<file path="src/rtl/ddr_cmd_packer_pkg.sv">
// Shared definitions for the DDR4 command packer: command codes, bundle layout, FSM states.
// Latency: none (types and constants only).
// Backpressure: not applicable.
package ddr_cmd_pkg;

  localparam int SLOT_WIDTH   = 32;
  localparam int NUM_SLOTS    = 4;
  localparam int CMD_WIDTH    = 128;
  localparam int WDATA_WIDTH  = 512;
  localparam int BUNDLE_WIDTH = CMD_WIDTH + WDATA_WIDTH;

  // Command word field offsets
  localparam int TYPE_LSB = 0;
  localparam int BANK_LSB = 3;
  localparam int BG_LSB   = 5;
  localparam int ADDR_LSB = 7;

  typedef enum logic [2:0] {
    CMD_NOP = 3'd0,
    CMD_PRE = 3'd1,
    CMD_ACT = 3'd2,
    CMD_RD  = 3'd3,
    CMD_WR  = 3'd4,
    CMD_REF = 3'd5,
    CMD_ZQ  = 3'd6
  } cmd_type_e;

  typedef enum logic [1:0] {
    IDLE    = 2'd0,
    FILL    = 2'd1,
    WAIT_WD = 2'd2
  } state_e;

  // Bundle as seen by the decoder: write data on top, command slots below.
  typedef struct packed {
    logic [WDATA_WIDTH-1:0]                wdata;
    logic [NUM_SLOTS-1:0][SLOT_WIDTH-1:0]  slots;
  } bundle_t;

  function automatic logic is_wr(input logic [2:0] cmd_type);
    return cmd_type == CMD_WR;
  endfunction

endpackage

</file>
<file path="src/rtl/ddr_cmd_packer.sv">
// Packs up to 4 DDR4 command words plus one optional 512-bit write beat into a 640-bit bundle.
// Latency: 4th command handshake in cycle N gives out_valid in cycle N+2 when write data is ready.
// Backpressure: none downstream (single-cycle strobe); upstream held via cmd_tready/wdata_tready. Optional counters: DDR_CMD_PACKER_PERF_CNT_EN.
module ddr_cmd_packer
  import ddr_cmd_pkg::*;
#(
  parameter int FLUSH_TIMEOUT = 16,
  parameter int TIMER_WIDTH   = 8
) (
  input  logic         clk,
  input  logic         rst,
  input  logic [31:0]  cmd_tdata,
  input  logic         cmd_tvalid,
  output logic         cmd_tready,
  input  logic [511:0] wdata_tdata,
  input  logic         wdata_tvalid,
  output logic         wdata_tready,
  input  logic         flush,
  output logic [639:0] out_data,
  output logic         out_valid,
  output logic         busy
`ifdef DDR_CMD_PACKER_PERF_CNT_EN
  ,
  output logic [31:0]  bundle_cnt,
  output logic [31:0]  nop_pad_cnt
`endif
);

  localparam logic [TIMER_WIDTH-1:0] TIMER_MAX   = '1;
  localparam logic [TIMER_WIDTH-1:0] TIMEOUT_VAL = TIMER_WIDTH'(FLUSH_TIMEOUT);

  state_e                               state;
  logic [NUM_SLOTS-1:0][SLOT_WIDTH-1:0] slots;
  logic [2:0]                           cnt;
  logic                                 has_wr;
  logic [TIMER_WIDTH-1:0]               timer;

  logic    in_wr;
  logic    conflict;
  logic    timeout_hit;
  logic    close;
  logic    cmd_acc;
  logic    wd_acc;
  logic    emit;
  bundle_t emit_bundle;

  // Close detection and handshake qualification; a close cycle never accepts a command
  always_comb begin
    in_wr        = is_wr(cmd_tdata[TYPE_LSB +: 3]);
    conflict     = cmd_tvalid && in_wr && has_wr;
    timeout_hit  = (FLUSH_TIMEOUT != 0) && (timer == TIMEOUT_VAL);
    close        = (state == FILL) && ((cnt == 3'd4) || flush || timeout_hit || conflict);
    cmd_tready   = !rst && ((state == IDLE) || ((state == FILL) && !close));
    wdata_tready = !rst && ((close && has_wr) || (state == WAIT_WD));
    cmd_acc      = cmd_tvalid && cmd_tready;
    wd_acc       = wdata_tvalid && wdata_tready;
    emit         = (close && !has_wr) || wd_acc;
    emit_bundle.wdata = has_wr ? wdata_tdata : '0;
    emit_bundle.slots = slots;
  end

  assign busy = (state != IDLE);

  // Packing FSM: slot fill, idle timer, write-data wait and bundle emission
  always_ff @(posedge clk) begin
    if (rst) begin
      state     <= IDLE;
      slots     <= '0;
      cnt       <= 3'd0;
      has_wr    <= 1'b0;
      timer     <= '0;
      out_valid <= 1'b0;
      out_data  <= '0;
    end else begin
      out_valid <= 1'b0;
      case (state)
        IDLE: begin
          if (cmd_acc) begin
            slots    <= '0;
            slots[0] <= cmd_tdata;
            cnt      <= 3'd1;
            has_wr   <= in_wr;
            timer    <= '0;
            state    <= FILL;
          end
        end
        FILL: begin
          if (close) begin
            state <= emit ? IDLE : WAIT_WD;
          end else if (cmd_acc) begin
            slots[cnt[1:0]] <= cmd_tdata;
            cnt             <= cnt + 3'd1;
            has_wr          <= has_wr | in_wr;
            timer           <= '0;
          end else if (timer != TIMER_MAX) begin
            timer <= timer + 1'b1;
          end
        end
        WAIT_WD: begin
          if (wd_acc) state <= IDLE;
        end
        default: state <= IDLE;
      endcase
      if (emit) begin
        out_valid <= 1'b1;
        out_data  <= emit_bundle;
        cnt       <= 3'd0;
        has_wr    <= 1'b0;
      end
    end
  end

`ifdef DDR_CMD_PACKER_PERF_CNT_EN
  logic [2:0] pads;
  assign pads = 3'(NUM_SLOTS) - cnt;

  // Bundle and NOP-pad counters, free-running with natural 32-bit wrap
  always_ff @(posedge clk) begin
    if (rst) begin
      bundle_cnt  <= '0;
      nop_pad_cnt <= '0;
    end else if (emit) begin
      bundle_cnt  <= bundle_cnt + 32'd1;
      nop_pad_cnt <= nop_pad_cnt + 32'(pads);
    end
  end
`endif

endmodule

</file>
<file path="config.mk">
export PLATFORM = sky130hd
export DESIGN_NAME = ddr_cmd_packer
export DESIGN_NICKNAME = d
export VERILOG_FILES = /design/src/rtl/ddr_cmd_packer_pkg.sv /design/src/rtl/ddr_cmd_packer.sv
export SDC_FILE = /design/constraint.sdc
export NUM_CORES = 1
export LEC_CHECK = 0
export BUFFER_PORTS_ARGS = -buffer_cell sky130_fd_sc_hd__buf_2
export CAP_MARGIN = 25
export CORE_AREA = 2 2 471 473
export CTS_CLUSTER_DIAMETER = 30
export CTS_CLUSTER_SIZE = 25
export DETAILED_ROUTE_END_ITERATION = 8
export DIE_AREA = 0 0 473 475
export HOLD_SLACK_MARGIN = 0.02
export PLACE_DENSITY_LB_ADDON = 0.15
export SYNTH_ARGS = -nofsm -noshare
export SYNTH_HDL_FRONTEND = slang
export SYNTH_SLANG_ARGS = --single-unit
</file>
<file path="constraint.sdc">
create_clock -name clk -period 5.63 [get_ports clk]
set_input_delay 1.126 -clock clk [delete_from_list [all_inputs] [get_ports clk]]
set_output_delay 1.126 -clock clk [all_outputs]
set_load 0.02 [all_outputs]
</file>
==> results.txt <==
----------------------------------------------------
[Clock network]
  Buffer depth of the longest clock path ... 4
  Quantity of gates resized following cts ... 0
  Root buffer selected by CTS ... sky130_fd_sc_hd__clkbuf_16
  H-tree levels ... 5
  Cts hold-fix bufs ... 0
  Clk Latency, worst-skew pair ... 0.90 ns
  Number of sinks on the clock net ... 783
  TritonCTS clock tree ... done
  CTS Buf Count ... 291
  Post-CTS setup buffers ... 0
  Clock input transition at the sequential cells of the worst setup and hold paths ... roughly 0.04 ns

[STA]
  Clk_skew ... 0.0899 ns
  Final Hold Violating Endpoints ... 0
  Share of the cycle needed by the critical path after routing ... a little over two thirds
  Slew of the pin with the lowest slew margin ... 1.06 ns
  Slew HR ... 29.6%
  Number of max-slew violations in the final report ... 0
  Final setup violating endpoints ... 0
  Sum Neg Setup Slack ... 0 ns
  FMAX ... 253 MHz
  Unrepaired setup endpoints after global routing ... false
  Worst Slack Setup Final ... 1.67 ns
  Period minus WS final ... just under 4 ns

[Worst setup path]
  Highest cell delay on the worst timing path ... around 0.40 ns
  Critical path arrival ... 2.83 ns
  Depth of the worst register-to-register path ... 7
  Worst setup path class ... flop to primary output
  CP Launch Point ... cnt[1]$_SDFFE_PP0P_
  Launching point of the worst reg2reg path ... state[0]$_SDFFE_PP0P_
  Startpoint type of the worst setup path ... flop
  Worst R2R Setup Slack ... 2.10 ns
  Required time at the endpoint of the critical path ... 4.50 ns
  Endpoint of the worst-slack reg-to-reg timing path ... out_data[101]$_SDFFE_PP0P_
  Kind of end point of the critical path ... primary output
  CP Capture Point ... wdata_tready
  CP Cell Sequence ... inv_1 > ha_1 > a21o_1 > a31oi_1 > buf_4 > a21oi_1 > a21oi_1 > nor2_1 > buf_2
  Worst Path Max Fanout ... 11
  Crit path top cell by count ... sky130_fd_sc_hd__a21oi_1
  Highest-delay cell along the critical path ... sky130_fd_sc_hd__dfxtp_1

[Yosys]
  Post-synthesis cell type count ... between 40 and 50
  Primary flip-flop cell chosen by synthesis mapping ... sky130_fd_sc_hd__dfxtp_1
  Asr flop ratio synth ... 0%
  Portion of netlist area occupied by mux cells ... 5.15%
  Cell area after technology mapping ... 25,300 µm²
  Cell accounting for the most synthesized area ... sky130_fd_sc_hd__dfxtp_1
  Share of the synthesized area in the top cell type ... 62.1%
  Synthesized netlist cell count ... 2,075
  Total of flip-flops plus latches after synthesis ... a little under 800
  Synthesis warning total ... 0
  Most common library cells after synthesis ... 783 x sky130_fd_sc_hd__dfxtp_1, 576 x sky130_fd_sc_hd__a22o_1, 165 x sky130_fd_sc_hd__nor2_1
  Sequential element share of the synthesized area ... ~62%
  Share of synthesized cell area in full adder, half adder and majority cells ... 0.297%
  Combinational family with the most area after synthesis ... compound AO/OA/AOI/OAI gates
  Nets in the synthesized netlist ... around 2,600
  Cell with the most instances after synthesis ... sky130_fd_sc_hd__dfxtp_1
  Top cells by area, synth ... sky130_fd_sc_hd__dfxtp_1 62%, sky130_fd_sc_hd__a22o_1 20%, sky130_fd_sc_hd__mux2i_1 5.2%
  XOR/XNOR share of the synthesized area ... 0%
  Share of the synthesized area in compound gates (AO/OA/AOI/OAI) ... 22.8%
  Number of synthesized flops with an enable pin ... 0
  Avg Inst Size Synth ... 12.2 µm²
  Area share of and/or/nand/nor cells after synthesis ... 4.75%

[Drt]
  Number of detailed-route iterations in the first pass ... 5
  Vias per inst ... 3.53
  Avg WL per Cell ... about 24 µm
  Count of antenna-violating nets left after detailed routing ... 0
  # DRC ... 0
  Vias after detailed routing ... 23,031
  1st-iter DRT viols ... 1,163
  Final routed wirelength across all metal layers ... 154,000 µm

[Power]
  Worst ir drop on vdd ... 264 µV
  Total power after layout ... 0.0212 W
  Internal power ... 0.0166 W
  Static power due to leakage ... 19.7 nW
  Combinational cell fraction of total power ... 2.8%
  Clock share of power ... 70.7%
  Share of total power consumed by net switching ... 21.6%
  Share of total power in sequential cells ... 26.5%
  Power dissipated by switching net loads ... 0.00457 W
  Power per standard cell area ... 486 nW/µm²

[Cells and area]
  Final instance count without filler cells ... 6,519
  Layout Cell Area excl Fill ... 43,500 µm²
  Layout-stage area growth over the synthesis result ... 72.3%
  Number of nets in the finished design ... roughly 4,000
  Filler cells ... 24,117
  Share of cells above drive strength 1 ... 46.5%

[Placed design]
  RePlAce Congestion ... 0.771
  # placed instances ... 5,997
  IO buf count ... 1,192
  Standard cell area after detailed placement ... ~34,000 µm²
  Worst-case setup slack after placement ... 1.51 ns
  HPWL after DPL ... 117,000 µm

[Die]
  Cell Rows ... 172
  Core region area ... ~220,000 µm²
  Chip Width ... approximately 470 µm
  Area of the die ... 225,000 µm²
  Die outline height ... 475 µm
  Effective utilization at floorplan ... a little under an eighth
  Top-level I/O count ... 1,193

[GRT]
  Largest net degree at the start of global routing ... about 160
  Vias in the first global route ... 22,947
  Overflow left after global routing ... 0
  Global-route total usage across every layer ... 12.9%
  First-pass GRT wire length ... between 200,000 and 250,000 µm
  Initial antenna violation count ... between 100 and 150

[Worst hold path]
  Count of cells along the worst hold path ... 2
  Class of the tightest hold or removal check ... input pin to flop

[Outcome]
  Result of the run ... finished, final reports clean

[Run]
  Max-Cap Viols ... 0

----------------------------------------------------
[flip-flops by register name, indices dropped and copies added, names as in the netlist]
name	cells
cnt	3
emit_bundle	128
has_wr	1
out_data	640
out_valid	1
state	2
timer	8
[worst min-delay path by stage]
stage                                              end                    startpoint  slack [ns]
after floorplan            emit_bundle[0]$_SDFFE_PP0P_   emit_bundle[0]$_SDFFE_PP0P_        0.44
after global placement    emit_bundle[21]$_SDFFE_PP0P_  emit_bundle[21]$_SDFFE_PP0P_        0.44
after detailed placement   emit_bundle[9]$_SDFFE_PP0P_   emit_bundle[9]$_SDFFE_PP0P_        0.45
after CTS                   out_data[533]$_SDFFE_PP0P_              wdata_tdata[405]        0.34
after global routing        out_data[511]$_SDFFE_PP0P_              wdata_tdata[383]        0.36
final                       out_data[533]$_SDFFE_PP0P_              wdata_tdata[405]        0.44
[per-stage QoR]
stage               hold WS (ns)  util, %
floorplan                  0.436        -
finish                     0.444     19.9
detailed placement         0.448     15.6
global route               0.364     19.8
CTS                        0.338     19.8
global placement           0.442     15.6
[placed cells by master (no fill, tap or decap), drive strengths merged, types with 6 or more instances in the layout]
cell type	count
nand3	7
mux2i	130
diode	32
bufinv	10
a31oi	8
clkbuf	433
dfxtp	783
clkinv	35
nor3	8
ha	6
nand2	70
buf	1235
o21ai	7
a22o	576
nor2	168
a22oi	33
inv	15
a21oi	43
[power groups by stage]
stage	combinational, W	clock (W)	sequential [W]
after detailed placement	0.000608	0	0.00570
after floorplan	0.000215	0	0.00570
after global routing	0.000636	0.0157	0.00561
after global placement	0.000603	0	0.00570
final	0.000583	0.0150	0.00561
after CTS	0.000609	0.0154	0.00561
[cell families (layout without fill, tap and decap cells)]
family / Yosys count / after routing
mux: 130 / 130
other cells: 0 / 32
buf+inv: 191 / 1732
flops: 783 / 783
fa+ha+maj: 6 / 6
simple gates: 281 / 281
compound gates: 684 / 684
[cell type report]
type | count | area [µm²] | share of cell area (%)
antenna | 32 | 80.1 | 0.184
sequential | 783 | 15700 | 36.0
tap | 2871 | 3590 | 8.26
inverter | 7 | 26.3 | 0.0604
multi-input combinational | 1101 | 8400 | 19.3
timing repair buffer | 1235 | 6480 | 14.9
clock buffer | 433 | 8610 | 19.8
clock inverter | 57 | 643 | 1.48
[routing by layer]
metal / global-route usage (%) / vias to the layer above / part of all wire [%]
li1: - / 10619 / -
met1: 14.2 / 10670 / 38
met2: 20.7 / 1187 / 46
met3: 7.20 / 469 / 12
met4: 4.84 / 86 / 3.8
met5: 0 / - / 0.34
[critical path, delay by kind of cell, from the launching register on]
family / cells / cell delay [ns]
compound gates: 4 / 0.73
fa+ha+maj: 1 / 0.24
buf+inv: 3 / 0.53
flops: 1 / 0.40
simple gates: 1 / 0.06
Power figures use the tool's default switching activity.
